===== src/rtl/reg_seq_pkg.sv =====
// Shared definitions for the register sequencer: opcodes, FSM states and step-count helpers.
package reg_seq_pkg;

  localparam int CNT_W = 4;

  typedef enum logic [2:0] {
    OP_CLEAR = 3'd0,
    OP_LOAD  = 3'd1,
    OP_INC   = 3'd2,
    OP_DEC   = 3'd3,
    OP_SHR   = 3'd4,
    OP_SHL   = 3'd5,
    OP_ROTR  = 3'd6,
    OP_ROTL  = 3'd7
  } op_e;

  typedef enum logic [1:0] {
    ST_IDLE = 2'd0,
    ST_EXEC = 2'd1,
    ST_DONE = 2'd2
  } state_e;

  // CLEAR and LOAD are single-shot; everything else repeats cmd_amt times.
  function automatic logic [CNT_W-1:0] step_count(input op_e op, input logic [CNT_W-1:0] amt);
    if (op == OP_CLEAR || op == OP_LOAD) step_count = CNT_W'(1);
    else                                 step_count = amt;
  endfunction

endpackage


===== src/rtl/register_sequencer_register.sv =====
// Strobe-driven datapath register with clear, load, inc/dec and one-bit shifts.
module register_sequencer_register #(
  parameter int DATA_WIDTH = 16
) (
  input  logic                  clk,
  input  logic                  rst_n,
  input  logic                  cl_i,
  input  logic                  ld_i,
  input  logic                  inc_i,
  input  logic                  dec_i,
  input  logic                  sr_i,
  input  logic                  ir_i,
  input  logic                  sl_i,
  input  logic                  il_i,
  input  logic [DATA_WIDTH-1:0] d_i,
  output logic [DATA_WIDTH-1:0] q_o
);

  logic [DATA_WIDTH-1:0] value_q;

  // ir/il are the fill bits entering at the MSB/LSB for right/left shifts.
  always_ff @(posedge clk or negedge rst_n) begin
    if (!rst_n)     value_q <= '0;
    else if (cl_i)  value_q <= '0;
    else if (ld_i)  value_q <= d_i;
    else if (inc_i) value_q <= value_q + DATA_WIDTH'(1);
    else if (dec_i) value_q <= value_q - DATA_WIDTH'(1);
    else if (sr_i)  value_q <= {ir_i, value_q[DATA_WIDTH-1:1]};
    else if (sl_i)  value_q <= {value_q[DATA_WIDTH-2:0], il_i};
  end

  assign q_o = value_q;

endmodule


===== src/rtl/register_sequencer.sv =====
// Command sequencer: latches one opcode and repeats its strobe on the datapath register.
module register_sequencer
  import reg_seq_pkg::*;
#(
  parameter int DATA_WIDTH = 16
) (
  input  logic                  clk,
  input  logic                  rst_n,
  input  logic                  cmd_valid,
  output logic                  cmd_ready,
  input  logic [2:0]            cmd_op,
  input  logic [CNT_W-1:0]      cmd_amt,
  input  logic [DATA_WIDTH-1:0] cmd_data,
  input  logic                  serial_in,
  output logic                  busy,
  output logic                  done,
  output logic [DATA_WIDTH-1:0] out
);

  state_e                state_q, state_d;
  op_e                   op_q, op_d;
  logic [CNT_W-1:0]      cnt_q, cnt_d;
  logic [DATA_WIDTH-1:0] data_q, data_d;
  logic                  cl, ld, inc, dec, sr, ir, sl, il;

  always_ff @(posedge clk or negedge rst_n) begin
    if (!rst_n) begin
      state_q <= ST_IDLE;
      op_q    <= OP_CLEAR;
      cnt_q   <= '0;
      data_q  <= '0;
    end else begin
      state_q <= state_d;
      op_q    <= op_d;
      cnt_q   <= cnt_d;
      data_q  <= data_d;
    end
  end

  // Only the latched op drives strobes, so cmd_* may change freely once accepted.
  always_comb begin
    state_d = state_q;
    op_d    = op_q;
    cnt_d   = cnt_q;
    data_d  = data_q;
    cl = 1'b0; ld = 1'b0; inc = 1'b0; dec = 1'b0;
    sr = 1'b0; ir = 1'b0; sl = 1'b0; il = 1'b0;
    case (state_q)
      ST_IDLE: begin
        if (cmd_valid) begin
          op_d    = op_e'(cmd_op);
          data_d  = cmd_data;
          cnt_d   = step_count(op_e'(cmd_op), cmd_amt);
          state_d = (cnt_d == '0) ? ST_DONE : ST_EXEC;
        end
      end
      ST_EXEC: begin
        cnt_d = cnt_q - CNT_W'(1);
        case (op_q)
          OP_CLEAR: cl = 1'b1;
          OP_LOAD:  ld = 1'b1;
          OP_INC:   inc = 1'b1;
          OP_DEC:   dec = 1'b1;
          OP_SHR:   begin sr = 1'b1; ir = serial_in;         end
          OP_ROTR:  begin sr = 1'b1; ir = out[0];            end
          OP_SHL:   begin sl = 1'b1; il = serial_in;         end
          OP_ROTL:  begin sl = 1'b1; il = out[DATA_WIDTH-1]; end
        endcase
        if (cnt_q == CNT_W'(1)) state_d = ST_DONE;
      end
      ST_DONE: state_d = ST_IDLE;
      default: state_d = ST_IDLE;
    endcase
  end

  assign cmd_ready = (state_q == ST_IDLE);
  assign busy      = (state_q == ST_EXEC);
  assign done      = (state_q == ST_DONE);

  register_sequencer_register #(
    .DATA_WIDTH(DATA_WIDTH)
  ) u_register (
    .clk   (clk),
    .rst_n (rst_n),
    .cl_i  (cl),
    .ld_i  (ld),
    .inc_i (inc),
    .dec_i (dec),
    .sr_i  (sr),
    .ir_i  (ir),
    .sl_i  (sl),
    .il_i  (il),
    .d_i   (data_q),
    .q_o   (out)
  );

endmodule


===== config.mk =====
export PLATFORM = sky130hd
export DESIGN_NAME = register_sequencer
export DESIGN_NICKNAME = d
export VERILOG_FILES = /design/src/rtl/reg_seq_pkg.sv /design/src/rtl/register_sequencer_register.sv /design/src/rtl/register_sequencer.sv
export SDC_FILE = /design/constraint.sdc
export NUM_CORES = 1
export LEC_CHECK = 0
export ABC_AREA = 1
export BUFFER_PORTS_ARGS = -buffer_cell sky130_fd_sc_hd__buf_2
export CAP_MARGIN = 10
export CORE_MARGIN = 1
export CORE_UTILIZATION = 60
export CTS_BUF_LIST = sky130_fd_sc_hd__clkbuf_8
export DETAILED_ROUTE_END_ITERATION = 6
export PLACE_DENSITY_LB_ADDON = 0.08
export SYNTH_ARGS = -nofsm -noshare
export SYNTH_HDL_FRONTEND = slang
export SYNTH_HIERARCHICAL = 1
export SYNTH_SLANG_ARGS = --single-unit

===== constraint.sdc =====
create_clock -name clk -period 2.95 [get_ports clk]
set_clock_uncertainty 0.05 [all_clocks]
set_input_delay 0.59 -clock clk [delete_from_list [all_inputs] [get_ports clk]]
set_output_delay 0.59 -clock clk [all_outputs]
set_load 0.005 [all_outputs]

Word level (Yosys, flattened, before mapping):

Index checks and enable logic that the tools add are counted.

* bits in registers: 41
* latch bits: 0
* memory bits (writable): 0
* memory bits (read-only): 0
* input bits: 27
* output and inout bits: 19
* memories: 0

* add/sub/neg operators: 3
* $mul: 0
* divide/modulo/power cells: 0
* order comparisons: 0
* equal/unequal tests: 13
* shift operators: 0
* mux-type cells: 31
* bitwise logic cells: 0
* reductions and logical operators: 12

Operators by type and width (count)
* 16-bit 2-to-1 mux: 6
* 16-bit by 1-bit adder with 16-bit output, second input constant: 1
* 4-bit 2-to-1 mux: 4
* 16-bit by 1-bit subtractor with 16-bit output, second input constant: 1
* 1-bit 2-to-1 mux: 14
* 3-bit equality test, second input constant: 4
* 4-bit one-hot mux with 2 select lines: 1
* 3-bit by 1-bit equality test with 1-bit output, second input constant: 2
* 3-bit by 2-bit equality test with 1-bit output, second input constant: 2
* 3-bit zero test: 2
* 2-bit 2-to-1 mux: 3
* 2-bit AND reduction: 3
* 6-bit nonzero test: 1
* 4-bit by 1-bit equality test with 1-bit output, second input constant: 1
* 4-bit zero test: 1
* 1-bit one-hot mux with 2 select lines: 2
* 2-bit one-hot mux with 2 select lines: 1
* 2-bit OR reduction: 2
* 4-bit by 1-bit subtractor with 4-bit output, second input constant: 1
* 2-bit by 1-bit equality test with 1-bit output, second input constant: 1
* 2-bit equality test, second input constant: 1
* 2-bit zero test: 1
* 2-bit by 1-bit != test with 1-bit output, second input constant: 1
* 2-bit != test, second input constant: 1
* 2 further kinds: 2

Depth between registers and ports, before layout:

* depth after elaboration: 10
* gate-level depth with buffers: 15
* depth with buffers taken out: 13

By module:

Netlist, hierarchy kept.

By module, submodules not included
* register_sequencer_register: instances 1, cells each 352, area an instance 1974.4 µm², sequential area each 400.4 µm²
* register_sequencer: instances 1, cells each 157, area an instance 1228.7 µm², sequential area each 625.6 µm²

Least setup slack after synthesis:

No wires, ideal clock.

* kind: flip-flop to flip-flop
* start: register state_q[1]
* end: register u_register.value_q[0], in the netlist u_register/q_o[0]
* arrival time: 1.923 ns
* setup slack: 0.846 ns
* cell stages (with the launch flop): 10
* cell sequence: dfrtp_1 -> inv_1 -> nand2_4 -> inv_4 -> nand2_2 -> nor3_1 -> clkinv_1 -> clkbuf_1 -> o221ai_1 -> o21ai_0

* elaborated cells between the ends (all ways): 15
* those cells by class: eq/ne: 1; mux: 13; reduce/logical: 1

RTL lines
* from (decl): line register_sequencer.sv:20 `state_e state_q, state_d;`
* from (signal assigned): line register_sequencer.sv:33 `state_q <= state_d;`
* 2-bit by 1-bit equality test with 1-bit output (*)
* net busy: line register_sequencer.sv:15 `output logic busy,`
* 1-bit 2-to-1 mux (*): line register_sequencer.sv:48 `case (state_q)`
* net ld: line register_sequencer.sv:24 `logic cl, ld, inc, dec, sr, ir, sl, il;`
* 16-bit 2-to-1 mux: line register_sequencer_register.sv:25 `else if (ld_i) value_q <= d_i;`
* 16-bit 2-to-1 mux: line register_sequencer_register.sv:24 `else if (cl_i) value_q <= '0;`
* to (signal assigned): line register_sequencer_register.sv:25
* to (signal assigned): line register_sequencer_register.sv:26 `else if (inc_i) value_q <= value_q + DATA_WIDTH'(1);`
* to (signal assigned): line register_sequencer_register.sv:27 `else if (dec_i) value_q <= value_q - DATA_WIDTH'(1);`
* to (decl): line register_sequencer_register.sv:19 `logic [DATA_WIDTH-1:0] value_q;`

The timed path passes the listed nets; every way through them passes the cells marked *. The select of a mux whose other input is x is not followed.
A chain may end at the register's enable or synchronous reset.

Final worst setup path:

* start: register state_q[1]
* end: register u_register.value_q[1], in the netlist u_register/q_o[1]

* elaborated cells between the ends (all ways): 13
* those cells by class: eq/ne: 1; mux: 11; reduce/logical: 1

RTL lines (line)
* 2-bit by 1-bit equality test with 1-bit output (*): register_sequencer.sv:48
* 1-bit 2-to-1 mux (*): register_sequencer.sv:48
* net inc: register_sequencer.sv:24
* 16-bit 2-to-1 mux: register_sequencer_register.sv:26
* 16-bit 2-to-1 mux: register_sequencer_register.sv:25
* 16-bit 2-to-1 mux: register_sequencer_register.sv:24

The timed path passes the listed nets; every way through them passes the cells marked *.

==> impl_metrics.yaml <==
detailed_routing:
  routed_wirelength_um: 8872
  drc_errors: 0
  routedWlPerCell_um: 14.38
  drt_first_pass_iters: 6
  detail_route.vias_per_cell: 5.606
  drt-initial-drc-count: 350
  total_number_of_vias: 3459
  antenna_left: 0
sta:
  maxSlewViolCount: 0
  max_slew.worst_pin.slew_ns: 0.9032
  achievable-frequency_mhz: 429.2
  hold_viol: 0
  rsz0062_at_grt: "false"
  timing.final.crit_period_ns: 2.330
  slew-limit-headroom_pct: 39.79
  setup-tns-final_ns: 0
  setup_viol: 0
  worst_slack_ns: 0.6203
  period_utilisation_layout_pct: 78.97
logic_synthesis:
  yosys-top-cells-count: "171 x sky130_fd_sc_hd__nand2_1, 58 x sky130_fd_sc_hd__nor2_1, 48 x sky130_fd_sc_hd__nand3_1"
  postSynth.topFlopCell: "sky130_fd_sc_hd__dfrtp_1"
  synth_seq_cells: 41
  synth_top_cell_area_share_pct: 32.03
  syn_area_per_cell_sq_um: 6.293
  ys_types: 32
  synth.most_common_cell: "sky130_fd_sc_hd__nand2_1"
  count_of_mapped_cells_out_of_synthesis: 509
  cell_type_contributing_the_most_total_cell_area_after_synthesis: "sky130_fd_sc_hd__dfrtp_1"
  yosys-top-cells-area: "sky130_fd_sc_hd__dfrtp_1 32%, sky130_fd_sc_hd__nand2_1 20%, sky130_fd_sc_hd__nand3_1 7.5%"
  postSynth.asyncResetShare_pct: 100.0
  postSynthNetCount: 540
  netlist_area_sq_um: 3203
  synth-edff-count: 0
  synth-warning-count: 6
  synth_sequential_area_ratio_pct: 32.03
critical_path:
  reg2reg_setup_slack_ns: 0.62
  worst_setup_path_end_kind: "flop"
  timing.rr.end: "u_register/q_o[1]"
  critical_path.reg2reg.startpoint: "state_q[1]"
  worstPathRequired_ns: 3.11
  path_max_fanout: 14
  worst_setup_path_startpoint: "state_q[1]"
  cp_data_arrival_time_ns: 2.48
  setup.worst_path.start_class: "flop"
  crit_end: "u_register/q_o[1]"
  ff_to_ff_path_depth: 13
  worstSetupPathType: "reg2reg"
flow_run:
  max-cap-violations: 0
power_and_ir_drop:
  max-vdd-ir-drop_v: 0.0007281
  leakagePower_nw: 1.865
  cellPowerDensity_nw_per_um2: 1027
  power.total_mw: 3.624
clock_network:
  clkTransAtPathRegs_ns: 0.09
  ctsHoldBuffers: 0
  setup_fix_buffers_added_after_clock_tree_synthesis: 0
  tritoncts_num_sinks: 41
  tritoncts_clock_tree: "built"
  cts_buffers: 5
  clock_root_buffer: "sky130_fd_sc_hd__clkbuf_8"
  clk_latency_ns: 0.30
  ctsHtreeMaxLevel: 2
  cts_buffer_depth: 2
  ctsResizeCount: 0
floorplanning:
  floorplan.core_area_sq_um: 5140
  top_level_ports: 46
  fp.dieW_um: 75.07
  rows: 26
  starting_utilization_of_the_core_area_pct: 62.32
  die_area_sq_um: 5635
  die_y_um: 75.07
run_status:
  run_status: "finished clean"
cells_and_area:
  layout_cells_sized_above_1_pct: 15.36
  layout.nets: 577
  fillers: 480
  syn2layout_area_growth_pct: 10.16
  antenna_cells_inserted: 0
placed_design:
  finalWeightedCongestion: 1.009
  numPortBuffers: 45
  dp_worst_setup_slack_ns: 0.6941
  detailedPlacementHpwl_um: 6602
global_routing:
  first_global_vias: 2973
  grt_first_pass_wirelength_um: 14190
  grt.overflow.total: 0
  grt_antenna_before_repair: 0
  global_route.usage.total_pct: 33.80
  grt_max_degree: 42
min_path:
  min_path_type: "in2async"
## worst min-delay path by stage
stage / startpoint / end / slack [ns]
after floorplan: rst_n / cnt_q[0] / 0.24
after global placement: data_q[15] / data_q[15] / 0.41
after detailed placement: data_q[15] / data_q[15] / 0.42
after CTS: rst_n / data_q[1] / 0.40
after global routing: cmd_data[11] / data_q[11] / 0.42
final: rst_n / u_register/q_o[8] / 0.37
## sequential cells by signal (all words and copies together), names as in the netlist
name / cells
state_q: 2
data_q: 16
op_q: 3
u_register/q_o: 16
cnt_q: 4
## worst max-delay path: stages, from the launching register on
cell	delay, ns
sky130_fd_sc_hd__dfrtp_1	0.42
sky130_fd_sc_hd__inv_1	0.12
sky130_fd_sc_hd__nand2_4	0.09
sky130_fd_sc_hd__inv_4	0.10
sky130_fd_sc_hd__nand2_2	0.09
sky130_fd_sc_hd__nor3_2	0.18
sky130_fd_sc_hd__inv_2	0.17
sky130_fd_sc_hd__nand2_1	0.12
sky130_fd_sc_hd__inv_1	0.09
sky130_fd_sc_hd__nand3_2	0.17
sky130_fd_sc_hd__nand2_2	0.21
sky130_fd_sc_hd__inv_1	0.17
sky130_fd_sc_hd__o21ai_0	0.10
sky130_fd_sc_hd__o22ai_1	0.17
## cell families (layout without fill, tap and decap cells)
| logic type | after synthesis | count (layout) | share of synthesized area, % |
|---|---|---|---|
| compound gates | 80 | 80 | 13.67 |
| xor+xnor | 5 | 5 | 1.367 |
| fa+ha+maj | 4 | 4 | 1.563 |
| buf+inv | 72 | 110 | 10.19 |
| flops | 41 | 41 | 32.03 |
| simple gates | 307 | 307 | 41.17 |
## through the flow
| stage | area [sq um] | hold WS (ns) | utilization [%] | cells |
|---|---|---|---|---|
| floorplan | 3203 | 0.2444 | - | 509 |
| global placement | 3437 | 0.4138 | 66.87 | 609 |
| detailed placement | 3437 | 0.4158 | 66.87 | 609 |
| CTS | 3528 | 0.3989 | 68.65 | 617 |
| global route | 3528 | 0.4229 | 68.65 | 617 |
| finish | 3528 | 0.3665 | 68.65 | 617 |
## power breakdown
part,total [mW],switching [mW],internal (mW)
registers,1.11,0.302,0.810
logic,2.13,1.42,0.717
clock network,0.377,0.211,0.166
## per-layer routing
metal	GRT usage [%]	vias up	share of wire [%]
li1	-	1704	-
met1	46.81	1542	45
met2	52.85	192	45
met3	6.693	21	7.9
met4	11.95	0	2.3
met5	0	-	0
## area by class of cell
type / count / area, sq um / share of cell area (%)
clock buffer: 5 / 68.82 / 1.950
clock inverter: 3 / 22.52 / 0.6383
inverter: 52 / 200.2 / 5.674
multi-input combinational: 396 / 1861 / 52.73
sequential: 41 / 1026 / 29.08
tap: 70 / 87.58 / 2.482
timing repair buffer: 50 / 262.8 / 7.447
## layout by cell type, fill, tap and decap left out, types with 4 or more instances in the layout
| master | n |
|---|---|
| sky130_fd_sc_hd__a21oi_1 | 23 |
| sky130_fd_sc_hd__buf_2 | 45 |
| sky130_fd_sc_hd__buf_4 | 5 |
| sky130_fd_sc_hd__clkbuf_8 | 5 |
| sky130_fd_sc_hd__dfrtp_1 | 41 |
| sky130_fd_sc_hd__ha_1 | 4 |
| sky130_fd_sc_hd__inv_1 | 46 |
| sky130_fd_sc_hd__nand2_1 | 171 |
| sky130_fd_sc_hd__nand2_2 | 5 |
| sky130_fd_sc_hd__nand3_1 | 48 |
| sky130_fd_sc_hd__nand4_1 | 5 |
| sky130_fd_sc_hd__nor2_1 | 58 |
| sky130_fd_sc_hd__nor3_1 | 6 |
| sky130_fd_sc_hd__o211ai_1 | 6 |
| sky130_fd_sc_hd__o21ai_0 | 42 |
| sky130_fd_sc_hd__o22ai_1 | 4 |
| sky130_fd_sc_hd__xor2_1 | 4 |
Power figures use the tool's default switching activity.
